--- src/rtl/edge_det_pkg.sv ---
// Shared definitions for the multi-channel edge detector: event-mode encodings
// and the mode-to-event selection used by every channel.
package edge_det_pkg;

    typedef logic [1:0] edge_mode_t;

    localparam edge_mode_t MODE_OFF  = 2'b00;
    localparam edge_mode_t MODE_RISE = 2'b01;
    localparam edge_mode_t MODE_FALL = 2'b10;
    localparam edge_mode_t MODE_BOTH = 2'b11;

    // Bit 0 enables rising edges, bit 1 enables falling edges.
    function automatic logic evt_select(input edge_mode_t m, input logic pos, input logic neg);
        return (m[0] & pos) | (m[1] & neg);
    endfunction

endpackage

--- src/rtl/edge_det_chan.sv ---
// One channel: synchroniser, optional debounce (EDGE_DEBOUNCE_EN), rise/fall
// detection, mode-selected event, wrapping event counter and sticky flags.
module edge_det_chan
    import edge_det_pkg::*;
#(
    parameter int SYNC_STAGES  = 2,
    parameter int DEBOUNCE_CYC = 4,
    parameter int CNT_W        = 16
) (
    input  logic             clk,
    input  logic             rst_n,
    input  logic             pulse_in,
    input  edge_mode_t       mode,
    input  logic             clr,
    output logic             pos_edge,
    output logic             neg_edge,
    output logic             evt,
    output logic             evt_sticky,
    output logic [CNT_W-1:0] edge_cnt,
    output logic             cnt_ovf
);

    if (SYNC_STAGES < 2 || DEBOUNCE_CYC < 1 || CNT_W < 2) begin : g_param_check
        $error("edge_det_chan: illegal parameter value");
    end

    logic [SYNC_STAGES-1:0] sync_reg;
    logic                   s_last;
    logic                   flt_reg;
    logic                   flt_d_reg;
    logic [CNT_W-1:0]       cnt_reg;
    logic                   ovf_reg;
    logic                   sticky_reg;

    always_ff @(posedge clk or negedge rst_n) begin
        if (!rst_n) begin
            sync_reg <= '0;
        end else begin
            sync_reg <= {sync_reg[SYNC_STAGES-2:0], pulse_in};
        end
    end

    assign s_last = sync_reg[SYNC_STAGES-1];

`ifdef EDGE_DEBOUNCE_EN
    localparam int DW = (DEBOUNCE_CYC > 1) ? $clog2(DEBOUNCE_CYC) : 1;
    localparam logic [DW-1:0] DCNT_LAST = DW'(DEBOUNCE_CYC - 1);

    logic [DW-1:0] dcnt_reg;

    // A new level must be seen DEBOUNCE_CYC cycles in a row; any return to
    // the accepted level restarts the run.
    always_ff @(posedge clk or negedge rst_n) begin
        if (!rst_n) begin
            flt_reg  <= 1'b0;
            dcnt_reg <= '0;
        end else if (s_last == flt_reg) begin
            dcnt_reg <= '0;
        end else if (dcnt_reg == DCNT_LAST) begin
            flt_reg  <= s_last;
            dcnt_reg <= '0;
        end else begin
            dcnt_reg <= dcnt_reg + DW'(1);
        end
    end
`else
    always_ff @(posedge clk or negedge rst_n) begin
        if (!rst_n) begin
            flt_reg <= 1'b0;
        end else begin
            flt_reg <= s_last;
        end
    end
`endif

    always_ff @(posedge clk or negedge rst_n) begin
        if (!rst_n) begin
            flt_d_reg <= 1'b0;
        end else begin
            flt_d_reg <= flt_reg;
        end
    end

    assign pos_edge = flt_reg & ~flt_d_reg;
    assign neg_edge = ~flt_reg & flt_d_reg;
    assign evt      = evt_select(mode, pos_edge, neg_edge);

    // A clear coinciding with an event restarts the count at 1 so the event survives.
    always_ff @(posedge clk or negedge rst_n) begin
        if (!rst_n) begin
            cnt_reg    <= '0;
            ovf_reg    <= 1'b0;
            sticky_reg <= 1'b0;
        end else if (clr) begin
            cnt_reg    <= {{(CNT_W-1){1'b0}}, evt};
            ovf_reg    <= 1'b0;
            sticky_reg <= evt;
        end else if (evt) begin
            cnt_reg    <= cnt_reg + CNT_W'(1);
            sticky_reg <= 1'b1;
            if (&cnt_reg) begin
                ovf_reg <= 1'b1;
            end
        end
    end

    assign edge_cnt   = cnt_reg;
    assign cnt_ovf    = ovf_reg;
    assign evt_sticky = sticky_reg;

endmodule

--- src/rtl/multi_edge_detector.sv ---
// Multi-channel edge detector: CH independent edge_det_chan instances with
// packed per-channel ports. Debounce is built only when EDGE_DEBOUNCE_EN is defined.
module multi_edge_detector
    import edge_det_pkg::*;
#(
    parameter int CH           = 4,
    parameter int SYNC_STAGES  = 2,
    parameter int DEBOUNCE_CYC = 4,
    parameter int CNT_W        = 16
) (
    input  logic                clk,
    input  logic                rst_n,
    input  logic [CH-1:0]       pulse_in,
    input  logic [2*CH-1:0]     mode,
    input  logic [CH-1:0]       clr,
    output logic [CH-1:0]       pos_edge,
    output logic [CH-1:0]       neg_edge,
    output logic [CH-1:0]       evt,
    output logic [CH-1:0]       evt_sticky,
    output logic [CNT_W*CH-1:0] edge_cnt,
    output logic [CH-1:0]       cnt_ovf
);

    genvar gi;
    generate
        for (gi = 0; gi < CH; gi++) begin : g_chan
            edge_det_chan #(
                .SYNC_STAGES (SYNC_STAGES),
                .DEBOUNCE_CYC(DEBOUNCE_CYC),
                .CNT_W       (CNT_W)
            ) u_chan (
                .clk       (clk),
                .rst_n     (rst_n),
                .pulse_in  (pulse_in[gi]),
                .mode      (edge_mode_t'(mode[2*gi +: 2])),
                .clr       (clr[gi]),
                .pos_edge  (pos_edge[gi]),
                .neg_edge  (neg_edge[gi]),
                .evt       (evt[gi]),
                .evt_sticky(evt_sticky[gi]),
                .edge_cnt  (edge_cnt[CNT_W*gi +: CNT_W]),
                .cnt_ovf   (cnt_ovf[gi])
            );
        end
    endgenerate

endmodule

--- config.mk ---
export PLATFORM = sky130hd
export DESIGN_NAME = multi_edge_detector
export DESIGN_NICKNAME = d
export VERILOG_FILES = /design/src/rtl/edge_det_pkg.sv /design/src/rtl/edge_det_chan.sv /design/src/rtl/multi_edge_detector.sv
export SDC_FILE = /design/constraint.sdc
export NUM_CORES = 1
export LEC_CHECK = 0
export CORE_MARGIN = 8
export CORE_UTILIZATION = 55
export CTS_CLUSTER_DIAMETER = 80
export DETAILED_ROUTE_END_ITERATION = 6
export DONT_BUFFER_PORTS = 1
export GPL_TIMING_DRIVEN = 0
export PLACE_DENSITY = 0.83
export SLEW_MARGIN = 20
export SYNTH_ARGS = -nofsm -noshare
export SYNTH_HDL_FRONTEND = slang
export SYNTH_HIERARCHICAL = 1
export SYNTH_SLANG_ARGS = --single-unit
--- constraint.sdc ---
create_clock -name clk -period 1.7 [get_ports clk]
set_clock_uncertainty 0.05 [all_clocks]
set_input_delay 0.34 -clock clk [delete_from_list [all_inputs] [get_ports clk]]
set_output_delay 0.34 -clock clk [all_outputs]
set_load 0.02 [all_outputs]
Word-level counts from Yosys, hierarchy flattened
Cells that the tools add are included.

Add/subtract/negate cells: 4. Multiplexer cells: 28. Bitwise gates (word level): 28. Reduce and logical (&&, ||, !) cells: 16.

Operators with widths (number): $mux W16 (8); $add A16 B1 Y16 const B (4); $reduce_and A16 Y1 (4); $mux W1 (20); $and A1 B1 Y1 (16); $reduce_bool A2 Y1 (8); $not A1 Y1 (8); $reduce_and A2 Y1 (4); $or A1 B1 Y1 (4).

Register bits: 88. Word-level logic and storage cells: 100.

Logic depth before layout (Yosys ltp)
Gate-level depths: netlist of run 1.

Word-level depth: 6. Mapped depth: 5.

By module
The synthesis of run 1 kept the hierarchy.

Modules (own cells, without submodules): edge_det_chan (times used 4, cells each 104, area each 1066.0 sq um, sequential area each 550.5 sq um).

Worst setup path after synthesis of run 1
OpenSTA, ideal clock, no wires.

Path type: register to register. From: register g_chan[0].u_chan.cnt_reg[1]. To: register g_chan[0].u_chan.cnt_reg[10]. Setup time: 0.125 ns. Data arrival time: 1.624 ns. Required time: 1.525 ns. Slack: -0.099 ns. Cell stages (with the launch flop): 6. Path buffers: 0. Cell sequence: dfrtp_1 > ha_1 > nand4b_1 > a21oi_1 > nand3_1 > mux2_2.

Cells in the longest elaborated chain, start to end: 3.

RTL lines: start: declaration (line edge_det_chan.sv:31) `logic [CNT_W-1:0] cnt_reg;`; start signal: assignment (line edge_det_chan.sv:95) `cnt_reg <= {{(CNT_W-1){1'b0}}, evt};`; start signal: assignment (line edge_det_chan.sv:99) `cnt_reg <= cnt_reg + CNT_W'(1);`; $add A16 B1 Y16 (line edge_det_chan.sv:99); $mux W16 (line edge_det_chan.sv:98) `end else if (evt) begin`; $mux W16 (line edge_det_chan.sv:94) `end else if (clr) begin`.

Every way passes these cells. The select of a mux whose other input is x is not followed. A chain may end at the register's enable or synchronous reset.

Worst setup path in the final report of run 1
From: register g_chan[1].u_chan.cnt_reg[0]. To: register g_chan[1].u_chan.cnt_reg[8].

Cells in the longest elaborated chain, start to end: 3.

RTL lines (line): start: declaration (edge_det_chan.sv:31); start signal: assignment (edge_det_chan.sv:95); start signal: assignment (edge_det_chan.sv:99); $add A16 B1 Y16 (edge_det_chan.sv:99); $mux W16 (edge_det_chan.sv:98); $mux W16 (edge_det_chan.sv:94).

Every way passes these cells. The select of a mux whose other input is x is not followed.

==> impl_metrics.json, run 1 <==
{
  "slowest_delay_ns": 0.48,
  "largest_reg_flops": 64,
  "synth_area_leaders": "dfrtp_1 (52%), xnor2_1 (5.8%), a21oi_1 (4.2%), nor2_1 (3.9%), nand3_1 (3.8%)",
  "std_cell_rows": 32,
  "htree_levels": 3,
  "crit_path_top_delay_cell": "dfrtp_2",
  "syn-num-nets": 438,
  "endpoint_kind": "register",
  "power_frac_comb_pct": 6.8,
  "synth_area_per_cell_um2": 10.25,
  "min_period_ns": 1.759,
  "worstPathMaxFanout": 4,
  "holdWs_ns": -0.3660,
  "yosys.cell_types.count": 26,
  "grt_max_degree": 89,
  "leakage_nw": 2.172,
  "cellPowerDensity_nw_per_um2": 714.5,
  "ioPinCount": 102,
  "clock-root-buffer": "clkbuf_8",
  "p_int_w": 0.002951,
  "synth_top_cell_by_area": "dfrtp_1",
  "p_seq_share_pct": 58.0,
  "nets": 497,
  "post-route-period-util_pct": 103.5,
  "place_congestion": 0.8406,
  "portBuffers": 0,
  "finalSetupViolCount": 7,
  "synthCells": 416,
  "required_ns": 1.86,
  "drt_iter0_drc": 107,
  "cp.depth": 5,
  "gr-total-overflow": 0,
  "finalMaxSlewViolations": 0,
  "clk_latency_ns": 0.34,
  "synthArstFlopShare_pct": 100.0,
  "cts_sinks": 88,
  "tns_ns": -0.1203,
  "holdBufCountCts": 4,
  "num_vias": 3570,
  "synth_top_area_share_pct": 51.64,
  "outcome": "finished, violations left",
  "synth_seq_cells": 88,
  "syn_to_final_growth_pct": 28.29,
  "crit_family": "flip-flops",
  "start_util_pct": 56.05,
  "die-area_um2": 10830,
  "path_buf_inv": 0,
  "grt_pass1_wl_um": 17130,
  "synthFlopType": "dfrtp_1",
  "fin_area_um2": 5470,
  "first_pass_iters": 4,
  "wl_per_cell_um": 19.76,
  "rsz0062_at_grt": "yes",
  "violations": "hold timing, setup timing",
  "max_freq_ghz": 0.5684,
  "cts_tree": "yes",
  "die_w_um": 104.1,
  "drcViolationCount": 0,
  "antenna_found_initial": 0,
  "finalWirelength_um": 11500,
  "routed_via_density": 6.134,
  "synth_edf_count": 0,
  "r2r_cells": 5,
  "numCtsBuffers": 9,
  "ys_warn_count": 6,
  "hpwl_um": 6927,
  "swShare_pct": 24.49,
  "final_antenna_net_count": 0,
  "coreArea_um2": 7607,
  "clkPwrFrac_pct": 35.2,
  "maxCapViolations": 0,
  "diodes": 0,
  "critPathArrivalTime_ns": 1.92,
  "grt_pass1_vias": 3372,
  "ys_seq_area_share_pct": 51.64,
  "switchingPower_w": 0.0009572,
  "hold_class": "in -> async",
  "synthesis.area_um2": 4264,
  "clockBufferDepth": 2,
  "final_layout_size_suffix_gt1_share_pct": 41.67,
  "die_y_um": 104.1,
  "peakVddDrop_mv": 0.4740,
  "clk_pin_slew_ns": 0.09,
  "pre_cts_slack_ns": -0.3881,
  "slew_headroom_pct": 61.84,
  "setup_ws_ns": -0.05929,
  "cp-start-kind": "register",
  "criticalPathCategory": "reg -> reg",
  "worst_pin_slew_ns": 0.5724,
  "dpl_cell_area_um2": 4412,
  "cp_cell_sequence": "ha_4 -> nand4b_1 -> a211oi_1 -> xnor2_1 -> nor2_1",
  "grt_usage_pct": 19.04,
  "hold_violations": 88
}
## worst register-to-register path: cells and delay by family (launching register included)
kind,cells,cell delay (ns)
fa+ha+maj,1,0.17
xor+xnor,1,0.17
flops,1,0.48
simple gates,2,0.30
compound gates,1,0.47
## area by class of cell
cell class                 count  area, um2
clock buffer                  12      135.1
tap                          102      127.6
multi-input combinational    300       2376
inverter                      20      75.07
sequential                    88       2268
buffer                         8      30.03
clock inverter                 4      47.55
fill                         484       2137
timing repair buffer          48      410.4
## final timing paths
| kind | slack (ns) | start | to |
|---|---|---|---|
| worst max-delay path | -0.06 | g_chan[1].u_chan/edge_cnt[0]$_DFFE_PN0P_ | g_chan[1].u_chan/edge_cnt[8]$_DFFE_PN0P_ |
| worst min-delay path | -0.37 | rst_n | g_chan[2].u_chan/flt_reg$_DFF_PN0_ |
| worst max register to register | -0.06 | g_chan[1].u_chan/edge_cnt[0]$_DFFE_PN0P_ | g_chan[1].u_chan/edge_cnt[8]$_DFFE_PN0P_ |
| worst min register to register | 0.30 | g_chan[0].u_chan/sync_reg[0]$_DFF_PN0_ | g_chan[0].u_chan/sync_reg[1]$_DFF_PN0_ |
| max in group asynchronous | 1.77 | rst_n | g_chan[1].u_chan/edge_cnt[0]$_DFFE_PN0P_ |
| min in group clk | 0.21 | mode[5] | g_chan[2].u_chan/edge_cnt[1]$_DFFE_PN0P_ |
## through the flow
stage	power [W]	utilization [%]	std cells
5_1_grt	0.004045	71.91	582
4_1_cts	0.003908	66.71	567
6_report	0.003908	71.91	582
3_5_place_dp	0.002469	57.99	518
2_1_floorplan	0.002418	-	416
3_3_place_gp	0.002457	57.99	518
## what timing repair did
action	in CTS	in global routing
endpoints found under the setup margin	42	47
buffers inserted	29	15
resized for setup	53	74
endpoints found under the hold margin	92	88
pin swaps	26	38
## metal layers
layer	track usage (%)	routed length [um]
met5	0	0
met3	5.824	764
met1	21.54	4351
met4	7.549	323
met2	32.77	6059
## logic make-up after synthesis
group / count (synthesis) / synth area share, %
flops: 88 / 51.64
simple gates: 176 / 24.77
fa+ha+maj: 4 / 1.174
compound gates: 84 / 12.09
xor+xnor: 28 / 5.751
buf+inv: 28 / 2.465
mux: 8 / 2.113
## power groups by stage
stage          clock (W)  sequential [W]  combinational [W]
2_1_floorplan          0         0.00227           0.000145
3_3_place_gp           0         0.00229           0.000168
3_5_place_dp           0         0.00230           0.000174
4_1_cts          0.00141         0.00226           0.000234
5_1_grt          0.00148         0.00228           0.000289
6_report         0.00137         0.00227           0.000265
## Yosys cell counts, types with 12 or more instances
cell      instances
a211oi_1         12
a21oi_1          36
dfrtp_1          88
inv_1            20
nand2_1          28
nand3_1          32
nor2_1           44
nor2b_1          16
o21ai_0          12
or3_2            12
xnor2_1          28
## placed cells by master, fill, tap and decap left out, types with 5 or more instances in the layout
cell type  instances
a211oi_1           9
a21o_1             8
a21oi_1           18
a21oi_2           13
a21oi_4            5
and3_1             8
buf_4             38
clkbuf_1          11
clkbuf_8           9
dfrtp_1           35
dfrtp_2           53
inv_1             20
mux2_2             8
nand2_1           23
nand3_1           31
nand3b_4           8
nand4_1            8
nand4b_1           8
nor2_1            39
nor2b_1            9
nor2b_2            7
o21ai_0           11
or3_4             11
xnor2_1           27
(Power assumes the default switching activity.)
==> run 2: changes to the inputs <==
--- a/config.mk
+++ b/config.mk
@@ -8,6 +8,7 @@
 export CORE_MARGIN = 8
 export CORE_UTILIZATION = 55
 export CTS_CLUSTER_DIAMETER = 80
+export CTS_CLUSTER_SIZE = 25
 export DETAILED_ROUTE_END_ITERATION = 6
 export DONT_BUFFER_PORTS = 1
 export GPL_TIMING_DRIVEN = 0
==> results of run 2 <==
Same layout as run 1: the final DEF is identical, and so are final timing and power.
